--- config.mk ---
export PLATFORM = sky130hd
export DESIGN_NAME = bcd_field_counter
export DESIGN_NICKNAME = d
export VERILOG_FILES = /design/src/rtl/bcd_field_counter.sv
export SDC_FILE = /design/constraint.sdc
export NUM_CORES = 1
export LEC_CHECK = 0
export ABC_AREA = 0
export BUFFER_PORTS_ARGS = -buffer_cell sky130_fd_sc_hd__clkbuf_2
export CAP_MARGIN = 40
export CORE_MARGIN = 10
export CORE_UTILIZATION = 52
export CTS_CLUSTER_SIZE = 20
export DETAILED_ROUTE_END_ITERATION = 10
export PLACE_DENSITY = 0.84
export SETUP_SLACK_MARGIN = 0.4
export SKIP_CTS_REPAIR_TIMING = 1
export SYNTH_ARGS = -nofsm -noshare
export SYNTH_HDL_FRONTEND = slang
export SYNTH_SLANG_ARGS = --single-unit
--- constraint.sdc ---
create_clock -name I_SYS_CLK -period 3.39 [get_ports I_SYS_CLK]
set_clock_uncertainty 0.1 [all_clocks]
set_input_delay 0.339 -clock I_SYS_CLK [delete_from_list [all_inputs] [get_ports I_SYS_CLK]]
set_output_delay 0.339 -clock I_SYS_CLK [all_outputs]
set_load 0.05 [all_outputs]
--- src/rtl/bcd_field_counter.sv ---
// -----------------------------------------------------------------------------
// bcd_field_counter
//
// One BCD time/date field (seconds, minutes, hours, day, month, year) of the
// calendar datapath. The value counts trigger pulses up or down between a
// fixed minimum and a limit. The limit is either static or, for fields such as
// day-of-month, supplied at runtime. The counter also supports whole-field
// adjust, parallel load with range checking, and clamping when the limit drops
// below the current value. On wrap it emits a one-cycle carry/borrow pulse
// that feeds the trigger input of the next field.
//
// Parameters
//   PAR_DIGITS     number of BCD digits (1-4)
//   PAR_MIN_BCD    packed BCD minimum value
//   PAR_MAX_BCD    packed BCD default limit
//   PAR_EXT_LIMIT  1 = take the limit from I_LIMIT_BCD when it is usable
//
// Ports
//   I_SYS_CLK    in   system clock, all state on the rising edge
//   I_EXT_RST    in   synchronous active-high reset
//   I_TRIG_F     in   count pulse (carry/borrow from the lower field)
//   I_DIR        in   0 = count up on trigger, 1 = count down
//   I_ADJ_UP     in   adjust +1 without carry
//   I_ADJ_DOWN   in   adjust -1 without borrow
//   I_LOAD       in   parallel load strobe
//   I_LOAD_BCD   in   load value (packed BCD)
//   I_LIMIT_BCD  in   runtime limit (packed BCD)
//   O_VALUE_BCD  out  current value, registered
//   O_TRIG_F     out  one-cycle carry/borrow pulse, registered
//   O_LOAD_ERR   out  one-cycle pulse when a load is rejected, registered
//   O_AT_LIMIT   out  combinational: value equals the effective limit
// -----------------------------------------------------------------------------
module bcd_field_counter #(
  parameter int PAR_DIGITS    = 2,
  parameter int PAR_MIN_BCD   = 'h00,
  parameter int PAR_MAX_BCD   = 'h59,
  parameter int PAR_EXT_LIMIT = 0
) (
  input  logic                    I_SYS_CLK,
  input  logic                    I_EXT_RST,
  input  logic                    I_TRIG_F,
  input  logic                    I_DIR,
  input  logic                    I_ADJ_UP,
  input  logic                    I_ADJ_DOWN,
  input  logic                    I_LOAD,
  input  logic [4*PAR_DIGITS-1:0] I_LOAD_BCD,
  input  logic [4*PAR_DIGITS-1:0] I_LIMIT_BCD,
  output logic [4*PAR_DIGITS-1:0] O_VALUE_BCD,
  output logic                    O_TRIG_F,
  output logic                    O_LOAD_ERR,
  output logic                    O_AT_LIMIT
);

  localparam int W = 4 * PAR_DIGITS;
  localparam logic [W-1:0] MIN_BCD = PAR_MIN_BCD[W-1:0];
  localparam logic [W-1:0] MAX_BCD = PAR_MAX_BCD[W-1:0];

  // ---------------------------------------------------------------------------
  // State
  // ---------------------------------------------------------------------------
  logic [W-1:0] value_reg;
  logic [W-1:0] value_next;
  logic         trig_reg;
  logic         trig_next;
  logic         load_err_reg;
  logic         load_err_next;

  // ---------------------------------------------------------------------------
  // Per-digit BCD validity of the load value and the runtime limit
  // ---------------------------------------------------------------------------
  logic [PAR_DIGITS-1:0] load_digit_ok;
  logic [PAR_DIGITS-1:0] limit_digit_ok;

  genvar gi;
  generate
    for (gi = 0; gi < PAR_DIGITS; gi = gi + 1) begin : g_digit_check
      assign load_digit_ok[gi]  = (I_LOAD_BCD[4*gi +: 4]  <= 4'd9);
      assign limit_digit_ok[gi] = (I_LIMIT_BCD[4*gi +: 4] <= 4'd9);
    end
  endgenerate

  // ---------------------------------------------------------------------------
  // Effective limit. A runtime limit that is malformed or below the minimum
  // would make the range empty, so fall back to the static limit instead.
  // ---------------------------------------------------------------------------
  logic         limit_ok;
  logic [W-1:0] eff_limit;

  assign limit_ok  = (PAR_EXT_LIMIT != 0) && (&limit_digit_ok) &&
                     (I_LIMIT_BCD >= MIN_BCD);
  assign eff_limit = limit_ok ? I_LIMIT_BCD : MAX_BCD;

  // ---------------------------------------------------------------------------
  // Comparisons. Valid packed BCD orders the same way as its decimal value,
  // so plain unsigned compares are enough.
  // ---------------------------------------------------------------------------
  logic at_limit;
  logic at_min;
  logic above_limit;
  logic load_ok;

  assign at_limit    = (value_reg == eff_limit);
  assign at_min      = (value_reg == MIN_BCD);
  assign above_limit = (value_reg > eff_limit);
  assign load_ok     = (&load_digit_ok) && (I_LOAD_BCD >= MIN_BCD) &&
                       (I_LOAD_BCD <= eff_limit);

  // ---------------------------------------------------------------------------
  // BCD ripple increment / decrement. The carry (or borrow) moves up through
  // the digits for as long as each digit wraps. It stops at the first digit
  // that does not wrap.
  // ---------------------------------------------------------------------------
  logic [W-1:0] value_inc;
  logic [W-1:0] value_dec;

  always_comb begin
    logic carry;
    carry     = 1'b1;
    value_inc = value_reg;
    for (int i = 0; i < PAR_DIGITS; i++) begin
      if (carry) begin
        if (value_reg[4*i +: 4] == 4'd9) begin
          value_inc[4*i +: 4] = 4'd0;
        end else begin
          value_inc[4*i +: 4] = value_reg[4*i +: 4] + 4'd1;
          carry               = 1'b0;
        end
      end
    end
  end

  always_comb begin
    logic borrow;
    borrow    = 1'b1;
    value_dec = value_reg;
    for (int i = 0; i < PAR_DIGITS; i++) begin
      if (borrow) begin
        if (value_reg[4*i +: 4] == 4'd0) begin
          value_dec[4*i +: 4] = 4'd9;
        end else begin
          value_dec[4*i +: 4] = value_reg[4*i +: 4] - 4'd1;
          borrow              = 1'b0;
        end
      end
    end
  end

  // ---------------------------------------------------------------------------
  // Next-state selection. Only one action is taken per cycle. A trigger that
  // loses to load, adjust or clamp is dropped rather than deferred, because
  // the field has already been repositioned explicitly.
  // ---------------------------------------------------------------------------
  always_comb begin
    value_next    = value_reg;
    trig_next     = 1'b0;
    load_err_next = 1'b0;

    if (I_LOAD) begin
      if (load_ok) begin
        value_next = I_LOAD_BCD;
      end else begin
        load_err_next = 1'b1;
      end
    end else if (I_ADJ_UP) begin
      value_next = at_limit ? MIN_BCD : value_inc;
    end else if (I_ADJ_DOWN) begin
      value_next = at_min ? eff_limit : value_dec;
    end else if (above_limit) begin
      // The limit dropped under the value (e.g. day 31 in a 30-day month).
      // Pull the value down to the limit without a carry.
      value_next = eff_limit;
    end else if (I_TRIG_F) begin
      if (!I_DIR) begin
        if (at_limit) begin
          value_next = MIN_BCD;
          trig_next  = 1'b1;
        end else begin
          value_next = value_inc;
        end
      end else begin
        if (at_min) begin
          value_next = eff_limit;
          trig_next  = 1'b1;
        end else begin
          value_next = value_dec;
        end
      end
    end
  end

  // ---------------------------------------------------------------------------
  // Registers
  // ---------------------------------------------------------------------------
  always_ff @(posedge I_SYS_CLK) begin
    if (I_EXT_RST) begin
      value_reg    <= MIN_BCD;
      trig_reg     <= 1'b0;
      load_err_reg <= 1'b0;
    end else begin
      value_reg    <= value_next;
      trig_reg     <= trig_next;
      load_err_reg <= load_err_next;
    end
  end

  assign O_VALUE_BCD = value_reg;
  assign O_TRIG_F    = trig_reg;
  assign O_LOAD_ERR  = load_err_reg;
  assign O_AT_LIMIT  = at_limit;

endmodule

== After elaboration in Yosys (flattened, before gate mapping) ==
Cells that the tools add are included.

* Register bits: 10
* Word-level logic and storage cells: 49

* $add $sub $neg: 4
* Magnitude comparators: 5
* Equal/unequal tests: 4
* Multiplexer cells: 21
* Bitwise operators: 2
* Reductions and logical operators: 10

{| class="wikitable"
|+ Operators with widths
! cell !! count
|-
| two-way mux 8 bit || 9
|-
| two-way mux 4 bit || 6
|-
| adder 4 x 1 -> 4 bit, second input constant || 2
|-
| == test 4 bit, second input constant || 2
|-
| == test 8 x 7 -> 1 bit, second input constant || 1
|-
| greater-or-equal comparator 8 x 1 -> 1 bit, second input constant || 1
|-
| greater-than comparator 8 x 7 -> 1 bit, second input constant || 1
|-
| less-or-equal comparator 4 bit, second input constant || 2
|-
| less-or-equal comparator 8 x 7 -> 1 bit, second input constant || 1
|-
| logical NOT 4 bit || 2
|-
| logical NOT 8 bit || 1
|-
| subtractor 4 x 1 -> 4 bit, second input constant || 2
|-
| two-way mux 1 bit || 6
|-
| OR reduction 6 bit || 1
|-
| nonzero test 5 bit || 1
|-
| AND reduction 2 bit || 2
|-
| logical AND 1 bit || 2
|-
| inequality test 2 x 1 -> 1 bit, second input constant || 1
|-
| NOT 1 bit || 2
|-
| OR reduction 2 bit || 1
|}

== Logic depth before layout (Yosys ltp) ==
* Depth after elaboration: 10
* Mapped depth: 6
* Mapped depth without buffers: 5

== Worst setup path after synthesis ==
No wires, ideal clock.

* Kind: reg2reg
* From: register value_reg[7], in the netlist O_VALUE_BCD[7]
* To: register value_reg[4], in the netlist O_VALUE_BCD[4]
* Arrival time: 1.904 ns
* Slack: 1.254 ns
* Cell stages (with the launch flop): 7
* Clock period less this slack: 2.136 ns
* Cells stage by stage: dfxtp_1 -> buf_2 -> a21o_1 -> or4b_4 -> mux2_4 -> o22ai_1 -> a211oi_2

* Longest elaborated chain between the ends: 10
* Elaborated cells on any way between the ends: 19

{| class="wikitable"
|+ RTL lines
! element !! RTL line !! source
|-
| start: declaration || 61 || <nowiki>logic [W-1:0] value_reg;</nowiki>
|-
| start signal: assignment || 200 || <nowiki>value_reg <= value_next;</nowiki>
|-
| == test 4 bit or logical NOT 4 bit (tied branches) || 122, 138 ||
|-
| two-way mux 4 bit (on tied branches) || 122, 138 ||
|-
| two-way mux 4 bit (on tied branches) || 121, 137 ||
|-
| two-way mux 8 bit (on tied branches) || n/a ||
|-
| two-way mux 8 bit || 173 || <nowiki>if (!I_DIR) begin</nowiki>
|-
| two-way mux 8 bit || 172 || <nowiki>end else if (I_TRIG_F) begin</nowiki>
|-
| two-way mux 8 bit || 168 || <nowiki>end else if (above_limit) begin</nowiki>
|-
| two-way mux 8 bit || 166 || <nowiki>end else if (I_ADJ_DOWN) begin</nowiki>
|-
| two-way mux 8 bit || 164 || <nowiki>end else if (I_ADJ_UP) begin</nowiki>
|-
| two-way mux 8 bit || 158 || <nowiki>if (I_LOAD) begin</nowiki>
|}

Parallel ways exist; a longest one is shown, timed or not. The select of a mux whose other input is x is not followed.
A chain may end at the register's enable or synchronous reset.

== Final worst setup path ==
* From: register value_reg[2], in the netlist O_VALUE_BCD[2]
* To: output port O_AT_LIMIT

* Longest elaborated chain between the ends: 1

{| class="wikitable"
|+ RTL lines
! element !! RTL line !! source
|-
| == test 8 x 7 -> 1 bit || 102 || <nowiki>assign at_limit = (value_reg == eff_limit);</nowiki>
|-
| end: declaration || 51 || <nowiki>output logic O_AT_LIMIT</nowiki>
|}

Every way passes these cells.

==> results.ini <==
[run_status]
status = complete, no violations

[logic_synthesis]
synth_compound_area_share_pct = 35.4
synth_enable_flop_cells = 0
post_synth_num_cell_types = 52
yosysSeqAreaShare_pct = 21.8
syn_nets = 145
async_reset_ff_share_pct = 0
synthesis.instances = 122
synthMuxAreaShare_pct = 5.18
synth_top_family_by_area = compound AO/OA/AOI/OAI gates
yosys.area.top_type = dfxtp_1
syn_area_per_cell_um2 = 7.53
synth_xor_area_share_pct = 1.91
netlist.area_leader.share_pct = 21.8
synth_simple_gate_area_share_pct = 29.3
synth_fa_ha_area_share_pct = 0
synth-seq-cells = 10
synthTopCellsByArea = dfxtp_1 (22%), nor2_1 (5.7%), nand2_1 (4.5%), a21oi_1 (4.4%), a211oi_1 (4.1%)
netlist_area_um2 = 918
yosysWarnings = 0
synth_flop_cell = dfxtp_1

[worst_setup_path]
critPathTopFamily = simple AND/OR/NAND/NOR gates
reg2reg_depth = 5
cp-start-kind = flip-flop
r2r_start = O_VALUE_BCD[1]
cp_cell_sequence = and4bb_1, and2_1, and3_1, clkbuf_2
r2r_slack_ns = 1.23
path_buf_inv = 1
cp.depth = 4
cp-end-kind = output port
critical_path.startpoint = O_VALUE_BCD[2]
cp_max_fo = 14
cp.required_ns = 2.95
critPathKind = flip-flop to output port
arrival_ns = 1.74
cp_slowest_stage_delay_ns = 0.59
cp_slowest_cell = dfxtp_1

[finish]
num_antenna_cells = 0
fillers = 156
drive_gt1_share_pct = 25.2
fin_area_mm2 = 0.00107
area_growth_pct = 17.0
instances_no_fill = 168
nNetsFinal = 167

[detailed_routing]
drc_errors = 0
vias = 1036
wire_per_inst_um = 15.3
drt-initial-drc-count = 40
drtPass1Iterations = 4
viasPerCell = 6.17
drt-total-wl_um = 2580
ant_nets = 0

[floorplanning]
die_w_um = 62.0
fp.dieArea_mm2 = 0.00385
num_rows = 15
fp.coreArea_mm2 = 0.00171
io_pins = 34
initial_core_util_pct = 53.8
die_h_um = 62.0

[placed_design]
hpwl_um = 1980
postPlaceCellArea_mm2 = 0.00104
dpl.cell_count = 164
port_buffers = 25
place.gp.congestion = 0.861

[pwr]
clkPwrFrac_pct = 27.7
power_mw = 0.410
p_seq_share_pct = 37.4
p_leak_nw = 0.460
p_sw_share_pct = 40.0
power.density_mw_per_mm2 = 381
vdd_ir_drop_max_uv = 219
p_int_mw = 0.246
p_switching_mw = 0.164
power_frac_comb_pct = 34.8

[job]
cap_violations = 0

[grt]
overflow = 0
grt_max_degree = 20
groute.usage.overall_pct = 13.8
antenna_found_initial = 0
first_global_vias = 920
grt_pass1_wl_um = 4170

[sta]
holdWs_ns = 0.228
final-setup-viol-count = 0
fin_crit_ns = 2.18
slew_viol_final = 0
worst_pin_slew_ns = 0.638
post-route-period-util_pct = 64.4
tns_ns = 0
fmax_mhz = 458
relSlewSlack_pct = 56.9
hold_violations = 0
rsz0062_at_grt = false

[clock_network]
insertion_delay_ns = 0.27
numCtsBuffers = 3
cts_sinks = 10
clkTransAtPathRegs_ns = 0.08
root_buffer = clkbuf_4
tritoncts = done
clock_path_buffers = 2
cts_max_level = 1

[hold_path]
min-delay-start = I_TRIG_F
min_path_cells = 3
hold_path_class = input pin to flip-flop

==> Yosys cell counts, types with 3 or more instances <==
cell type  count
a211oi_1       5
a21oi_1        8
clkbuf_1       6
dfxtp_1       10
inv_1          4
nand2_1       11
nand2b_1       3
nor2_1        14
o21ai_0        5
o22ai_1        3
==> area by class of cell <==
cell class                 instances  area [um2]  area share (%)
multi-input combinational         99         659            61.4
clock buffer                       4        36.3            3.38
tap                               25        31.3            2.91
inverter                           4        15.0            1.40
timing repair buffer              26         133            12.3
sequential                        10         200            18.6
==> final timing paths <==
check                                 endpoint
worst max-delay path                O_AT_LIMIT
worst min-delay path                  O_TRIG_F
worst max register to register  O_VALUE_BCD[7]
worst min register to register  O_VALUE_BCD[3]
==> logic make-up after synthesis <==
| kind of cell | count (synthesis) |
|---|---|
| multiplexers | 3 |
| flip-flops | 10 |
| buffers and inverters | 13 |
| AO/OA/AOI/OAI | 44 |
| AND/OR/NAND/NOR | 50 |
| XOR/XNOR | 2 |
==> cells in the final DEF, fill, tap and decap left out, types with 2 or more instances in the layout <==
cell	count
inv_1	4
and2_1	2
a21oi_1	8
nor3_1	2
nor2_1	14
o21ai_0	5
nand3_1	2
nor4_1	2
nor2b_1	2
o21bai_1	2
clkbuf_2	25
a211oi_1	5
clkbuf_4	3
o221ai_1	2
dfxtp_1	10
nand2_1	11
o22ai_1	3
a21o_1	2
a211oi_2	2
nand2b_1	3
nand4_1	2
==> power by group through the flow <==
stage | clock (mW) | sequential [mW] | combinational [mW]
floorplan | 0 | 0.169 | 0.0919
global placement | 0 | 0.154 | 0.137
detailed placement | 0 | 0.155 | 0.142
CTS | 0.113 | 0.152 | 0.142
global route | 0.119 | 0.156 | 0.156
finish | 0.114 | 0.153 | 0.143
==> stage by stage <==
| stage | worst slack [ns] | utilization, % |
|---|---|---|
| finish | 1.21 | 62.9 |
| global route | 1.10 | 62.9 |
| CTS | 1.21 | 62.9 |
| detailed placement | 1.27 | 60.8 |
| global placement | 1.30 | 60.8 |
| floorplan | 1.25 | - |
==> registers in the layout, summed over array words and instances, names as in the netlist <==
| signal | count |
|---|---|
| O_LOAD_ERR | 1 |
| O_TRIG_F | 1 |
| O_VALUE_BCD | 8 |
==> metal layers <==
layer	track usage [%]	part of all wire [%]	vias to the layer above
li1	-	-	503
met1	17.4	45	485
met2	22.4	46	45
met3	5.08	8.8	3
met4	1.59	0.70	0
met5	0	0	-
==> worst register-to-register path: stages (launching register included) <==
cell	delay [ns]
dfxtp_1	0.46
o2111a_1	0.32
or4b_4	0.56
mux2i_4	0.26
nand2_1	0.11
a221oi_2	0.27
(Power assumes the default switching activity.)
